==> config.mk <==
export PLATFORM = sky130hd
export DESIGN_NAME = page_data_scrambler_flat
export DESIGN_NICKNAME = d
export VERILOG_FILES = /design/src/rtl/page_data_scrambler_if.sv /design/src/rtl/page_data_scrambler.sv /design/src/flat_wrapper.sv
export SDC_FILE = /design/constraint.sdc
export NUM_CORES = 1
export LEC_CHECK = 0
export ABC_AREA = 1
export BUFFER_PORTS_ARGS = -buffer_cell sky130_fd_sc_hd__buf_2
export CORE_MARGIN = 4
export CORE_UTILIZATION = 48
export DETAILED_ROUTE_END_ITERATION = 8
export PLACE_DENSITY = 0.73
export SLEW_MARGIN = 10
export SYNTH_ARGS = -nofsm -noshare
export SYNTH_HDL_FRONTEND = slang
export SYNTH_SLANG_ARGS = --single-unit
==> constraint.sdc <==
create_clock -name clk_i -period 1.3 [get_ports clk_i]
set_clock_uncertainty 0.05 [all_clocks]
set_input_delay 0.26 -clock clk_i [delete_from_list [all_inputs] [get_ports clk_i]]
set_output_delay 0.26 -clock clk_i [all_outputs]
set_load 0.005 [all_outputs]
==> src/rtl/page_data_scrambler_if.sv <==
// Page scrambler bus: page control, upstream beat channel and downstream beat channel.
// master = page buffer DMA / flash channel side, slave = scrambler.
interface page_data_scrambler_if #(
    parameter int unsigned LengthWidth = 16
);
    logic                   start;
    logic [7:0]             seed;
    logic [LengthWidth-1:0] length;
    logic                   bypass;
    logic [31:0]            in_data;
    logic                   in_valid;
    logic                   in_ready;
    logic [31:0]            out_data;
    logic                   out_valid;
    logic                   out_ready;
    logic                   out_last;
    logic                   busy;
    logic                   done;

    modport master (
        output start, seed, length, bypass, in_data, in_valid, out_ready,
        input  in_ready, out_data, out_valid, out_last, busy, done
    );

    modport slave (
        input  start, seed, length, bypass, in_data, in_valid, out_ready,
        output in_ready, out_data, out_valid, out_last, busy, done
    );
endinterface

==> src/rtl/page_data_scrambler.sv <==
// Streaming 32-bit page scrambler: 9-bit keystream expanded to four key bytes per beat,
// XORed onto page data behind a single output register stage.
module page_data_scrambler (
    input  logic                  clk_i,
    input  logic                  rst_ni,
    page_data_scrambler_if.slave  bus_io
);
    localparam int unsigned DATA_W = 32;
    localparam int unsigned LEN_W  = 16;
    localparam int unsigned KS_W   = 9;

    typedef enum logic [1:0] {IDLE, RUN, DRAIN} state_e;

    function automatic logic [KS_W-1:0] ks_step(input logic [KS_W-1:0] s);
        return {s[7:0], s[0] ^ s[4] ^ s[5] ^ s[6] ^ s[8]};
    endfunction

    state_e              state_q, state_d;
    logic [KS_W-1:0]     ks_q, ks_d;
    logic [LEN_W-1:0]    cnt_q, cnt_d;
    logic                bypass_q, bypass_d;
    logic [DATA_W-1:0]   out_data_q, out_data_d;
    logic                out_valid_q, out_valid_d;
    logic                out_last_q, out_last_d;
    logic                busy_q, busy_d;
    logic                done_q, done_d;

    logic [KS_W-1:0]     ks1_c, ks2_c, ks3_c, ks4_c, seed_state_c;
    logic [DATA_W-1:0]   key_c;
    logic                in_ready_c, in_hs_c, out_hs_c, cnt_last_c;

    // Four keystream steps unrolled so a whole beat is keyed in one cycle
    assign ks1_c = ks_step(ks_q);
    assign ks2_c = ks_step(ks1_c);
    assign ks3_c = ks_step(ks2_c);
    assign ks4_c = ks_step(ks3_c);
    assign key_c = bypass_q ? '0 : {ks3_c[7:0], ks2_c[7:0], ks1_c[7:0], ks_q[7:0]};

    assign seed_state_c = {bus_io.seed,
                           bus_io.seed[0] ^ bus_io.seed[4] ^ bus_io.seed[5] ^ bus_io.seed[6]};

    assign in_ready_c = (state_q == RUN) && (!out_valid_q || bus_io.out_ready);
    assign in_hs_c    = bus_io.in_valid && in_ready_c;
    assign out_hs_c   = out_valid_q && bus_io.out_ready;
    assign cnt_last_c = (cnt_q == LEN_W'(1));

    always_comb begin
        state_d     = state_q;
        ks_d        = ks_q;
        cnt_d       = cnt_q;
        bypass_d    = bypass_q;
        out_data_d  = out_data_q;
        out_valid_d = out_valid_q;
        out_last_d  = out_last_q;
        busy_d      = busy_q;
        done_d      = 1'b0;

        if (out_hs_c) begin
            out_valid_d = 1'b0;
            out_last_d  = 1'b0;
        end

        if (in_hs_c) begin
            out_data_d  = bus_io.in_data ^ key_c;
            out_valid_d = 1'b1;
            out_last_d  = cnt_last_c;
            cnt_d       = cnt_q - LEN_W'(1);
            if (!bypass_q) begin
                ks_d = ks4_c;
            end
        end

        unique case (state_q)
            IDLE: begin
                // A start coinciding with the done pulse still belongs to the finishing page
                if (bus_io.start && !done_q) begin
                    state_d  = RUN;
                    ks_d     = seed_state_c;
                    cnt_d    = bus_io.length;
                    bypass_d = bus_io.bypass;
                    busy_d   = 1'b1;
                end
            end
            RUN: begin
                if (in_hs_c && cnt_last_c) begin
                    state_d = DRAIN;
                end
            end
            DRAIN: begin
                if (out_hs_c && out_last_q) begin
                    state_d = IDLE;
                    done_d  = 1'b1;
                    busy_d  = 1'b0;
                end
            end
            default: state_d = IDLE;
        endcase
    end

    always_ff @(posedge clk_i or negedge rst_ni) begin
        if (!rst_ni) begin
            state_q     <= IDLE;
            ks_q        <= '0;
            cnt_q       <= '0;
            bypass_q    <= 1'b0;
            out_data_q  <= '0;
            out_valid_q <= 1'b0;
            out_last_q  <= 1'b0;
            busy_q      <= 1'b0;
            done_q      <= 1'b0;
        end else begin
            state_q     <= state_d;
            ks_q        <= ks_d;
            cnt_q       <= cnt_d;
            bypass_q    <= bypass_d;
            out_data_q  <= out_data_d;
            out_valid_q <= out_valid_d;
            out_last_q  <= out_last_d;
            busy_q      <= busy_d;
            done_q      <= done_d;
        end
    end

    assign bus_io.in_ready  = in_ready_c;
    assign bus_io.out_data  = out_data_q;
    assign bus_io.out_valid = out_valid_q;
    assign bus_io.out_last  = out_last_q;
    assign bus_io.busy      = busy_q;
    assign bus_io.done      = done_q;
endmodule

==> src/flat_wrapper.sv <==
// flat-port wrapper written by rule: the top's interface ports become plain ports
module page_data_scrambler_flat 
  (clk_i, rst_ni, bus_io_start, bus_io_seed, bus_io_length, bus_io_bypass, bus_io_in_data, bus_io_in_valid, bus_io_out_ready, bus_io_in_ready, bus_io_out_data, bus_io_out_valid, bus_io_out_last, bus_io_busy, bus_io_done);
  page_data_scrambler_if #(.LengthWidth(16)) bus_io_i ();
  input  logic clk_i;
  input  logic rst_ni;
  input wire logic [$bits(bus_io_i.start)-1:0] bus_io_start;
  input wire logic [$bits(bus_io_i.seed)-1:0] bus_io_seed;
  input wire logic [$bits(bus_io_i.length)-1:0] bus_io_length;
  input wire logic [$bits(bus_io_i.bypass)-1:0] bus_io_bypass;
  input wire logic [$bits(bus_io_i.in_data)-1:0] bus_io_in_data;
  input wire logic [$bits(bus_io_i.in_valid)-1:0] bus_io_in_valid;
  input wire logic [$bits(bus_io_i.out_ready)-1:0] bus_io_out_ready;
  output wire logic [$bits(bus_io_i.in_ready)-1:0] bus_io_in_ready;
  output wire logic [$bits(bus_io_i.out_data)-1:0] bus_io_out_data;
  output wire logic [$bits(bus_io_i.out_valid)-1:0] bus_io_out_valid;
  output wire logic [$bits(bus_io_i.out_last)-1:0] bus_io_out_last;
  output wire logic [$bits(bus_io_i.busy)-1:0] bus_io_busy;
  output wire logic [$bits(bus_io_i.done)-1:0] bus_io_done;
  assign bus_io_i.start = bus_io_start;
  assign bus_io_i.seed = bus_io_seed;
  assign bus_io_i.length = bus_io_length;
  assign bus_io_i.bypass = bus_io_bypass;
  assign bus_io_i.in_data = bus_io_in_data;
  assign bus_io_i.in_valid = bus_io_in_valid;
  assign bus_io_i.out_ready = bus_io_out_ready;
  assign bus_io_in_ready = bus_io_i.in_ready;
  assign bus_io_out_data = bus_io_i.out_data;
  assign bus_io_out_valid = bus_io_i.out_valid;
  assign bus_io_out_last = bus_io_i.out_last;
  assign bus_io_busy = bus_io_i.busy;
  assign bus_io_done = bus_io_i.done;
  page_data_scrambler u_core (.clk_i(clk_i), .rst_ni(rst_ni), .bus_io(bus_io_i));
endmodule
==> out/metrics.cfg <==
[timing]
final-max-slew-violation-count = 0
finalHoldViolCount = 0
setup_slack_ns = -0.236
rsz0062_at_grt = true
whs_ns = 0.0508
fin_crit_sh_pct = 118
relSlewSlack_pct = 77.1
fin_tns_setup_ns = -5.81
report.final.setup_viol = 55
tightest_slew_ns = 0.343
fin_crit_ns = 1.54
clock.fmax_mhz = 651

[synthesis]
synth_top_family_by_area = simple AND/OR/NAND/NOR gates
synthMuxAreaShare_pct = 0
synth_area_leaders = dfrtp_1, nand2_1, xor2_1
synth_xor_area_share_pct = 8.43
synth_top_area_share_pct = 44.0
yosysMostFrequentCell = nand2_1
syn_avg_cell_area_um2 = 7.45
yosys_most_used_dff = dfrtp_1
synth_area_mm2 = 0.00364
synthSimpleGateAreaFrac_pct = 30.5
synth_edf_count = 0
yosysWarnings = 0
syn-instance-count = 488
synthTopCellsByCount = nand2_1, dfrtp_1, inv_1
synth_seq_cells = 64
yosysSeqAreaShare_pct = 44.0
synth_top_area_cell = dfrtp_1
synth_compound_area_share_pct = 9.05
yosysUniqueCellTypes = 30
synthAdderAreaFrac_pct = 0.688
syn_nets = 552
synthArstFlopShare_pct = 100

[worst_setup_path]
end_kind = primary output
reg2reg_depth = 8
cp_data_required_time_ns = 0.99
crit_family = flip-flops
cp-startpoint = u_core.bus_io.out_valid$_DFFE_PN0P_
path_depth = 5
cp-start-kind = flop
cp.arrival_ns = 1.23
slowest_stage = dfrtp_1
max_stage_delay_ns = 0.41
r2r-start = u_core.state_q[1]$_DFFE_PN0P_
crit_type = flop to primary output
reg2reg_setup_slack_ns = -0.23
path_buf_inv = 3
path_cells = nand2_2 > buf_6 > inv_2 > nor2_2 > buf_2
r2r_end = u_core.ks_q[1]$_DFF_PN0_
worstSetupEndpoint = bus_io_in_ready
critPathMaxFanout = 2

[placed_design]
io_buffer_count = 98
dp_hpwl_mm = 7.26
place_congestion = 0.888

[layout]
nets = 720
diodes = 0
utilization_pct = 75.7
area_growth_pct = 51.8
drive_gt1_share_pct = 44.5

[floorplanning]
pin_count = 99
row_count = 31
die_h_um = 95.0
die_w_um = 95.0
initial_core_util_pct = 49.9
die_area_mm2 = 0.00903
coreArea_mm2 = 0.00729

[clock_network]
cts_made_buffers = 9
cts_sinks = 64
clockBufferDepth = 2
htree_levels = 3
cts-root-buf = clkbuf_8
clock_latency_ns = 0.35
clk_pin_slew_worst_paths_ns = 0.08
cts_tree = yes

[job]
maxCapViolations = 0

[run_status]
status = finished with violations
failed_checks = negative setup slack

[routing]
routed-via-count = 3886
first_pass_iters = 5
drt_iter0_markers = 211
wirelength_mm = 11.7
via_per_inst = 5.11
drc_errors = 0
ant_nets = 0
wl_per_cell_um = 15.4

[global_routing]
antenna_found_initial = 0
grt_pass1_wl_mm = 17.8
gr-total-overflow = 0
grt_pass1_vias = 3786
grt_util_all_layers_pct = 25.5
grt_max_degree = 65

[power_and_ir_drop]
leakagePower_nw = 2.88
power.density_mw_per_mm2 = 2090
irDropWorstVdd_v = 0.00102

[min_path]
hold_class = input pin to flop

-- per-layer routing --
| metal | GRT usage (%) | wire [um] |
|---|---|---|
| met1 | 31.3 | 4880 |
| met2 | 44.2 | 5950 |
| met3 | 4.50 | 665 |
| met4 | 10.3 | 227 |
| met5 | 0 | 0 |
-- state kept, by name, indices dropped and copies added (netlist names) --
name and flops:
u_core.bus_io.out_data 32, u_core.state_q 2, u_core.bus_io.out_last 1, u_core.bus_io.busy 1
u_core.bus_io.out_valid 1, u_core.cnt_q 16, u_core.ks_q 9, u_core.bypass_q 1
u_core.bus_io.done 1
-- placed cells by master (no fill, tap or decap), drive strengths merged --
cell type,n
ha,2
o21ai,37
a21o,1
a21oi,23
inv,50
nand3b,2
xor2,30
a21boi,1
clkbuf,9
or2,6
dfrtp,64
nand3,44
nand2,160
o22ai,1
clkinvlp,4
nor2,39
buf,170
xnor2,5
nor4,1
nand4,5
o211ai,1
clkinv,3
nor3,1
dlygate4sd3,1
bufinv,1
-- worst reg2reg max path, cell delays in order (launching register included) --
cell     delay (ns)
dfrtp_2        0.44
nor2_4         0.15
nand3_4        0.10
buf_6          0.16
nor2_4         0.12
buf_12         0.13
inv_4          0.05
a21oi_2        0.13
a21oi_1        0.08
-- report_power, final --
group	switching (W)	internal [W]	total, W
Sequential	0.000925	0.00283	0.00376
Combinational	0.00326	0.00275	0.00601
Clock	0.000883	0.000903	0.00179
-- logic make-up after synthesis --
group / count (synthesis)
AND/OR/NAND/NOR: 257
flip-flops: 64
XOR/XNOR: 35
adder cells (fa/ha/maj): 2
buffers and inverters: 66
AO/OA/AOI/OAI: 64
-- what timing repair did --
action,in CTS,in global routing
gates resized for setup,115,44
gates cloned,7,0
hold endpoints to repair,64,0
hold buffers,1,0
pin swaps,25,19
setup endpoints to repair,62,63
buffers inserted,13,6
-- through the flow --
| step | setup WS [ns] | instances | instance area [um2] | total power, W |
|---|---|---|---|---|
| final | -0.236 | 760 | 5520 | 0.0115 |
| after global routing | -0.337 | 760 | 5520 | 0.0123 |
| after CTS | -0.203 | 755 | 5360 | 0.0108 |
| after detailed placement | -0.224 | 718 | 4600 | 0.00819 |
| after global placement | -0.160 | 718 | 4600 | 0.00796 |
| after floorplan | -0.0688 | 488 | 3660 | 0.00624 |
-- cell type report --
class	count	area, um2
tap	99	124
clock inverter	7	81.3
inverter	50	199
clock buffer	9	124
timing repair inverter	1	7.51
timing repair buffer	171	1280
multi-input combinational	359	2090
fill	525	1770
sequential	64	1610
-- how the worst min path moves through the flow --
stage | start | to | cells after the start | slack (ns)
after floorplan | rst_ni | u_core.bus_io.busy$_DFFE_PN0P_ | 0 | -0.09
after global routing | bus_io_length[6] | u_core.cnt_q[6]$_DFF_PN0_ | 3 | 0.06
after CTS | bus_io_length[6] | u_core.cnt_q[6]$_DFF_PN0_ | 3 | 0.04
after detailed placement | rst_ni | u_core.bus_io.out_data[0]$_DFFE_PN0P_ | 2 | 0.25
after global placement | rst_ni | u_core.bus_io.busy$_DFFE_PN0P_ | 2 | 0.25
final | bus_io_length[6] | u_core.cnt_q[6]$_DFF_PN0_ | 3 | 0.05
No activity file was read; power rests on OpenSTA's default activity.
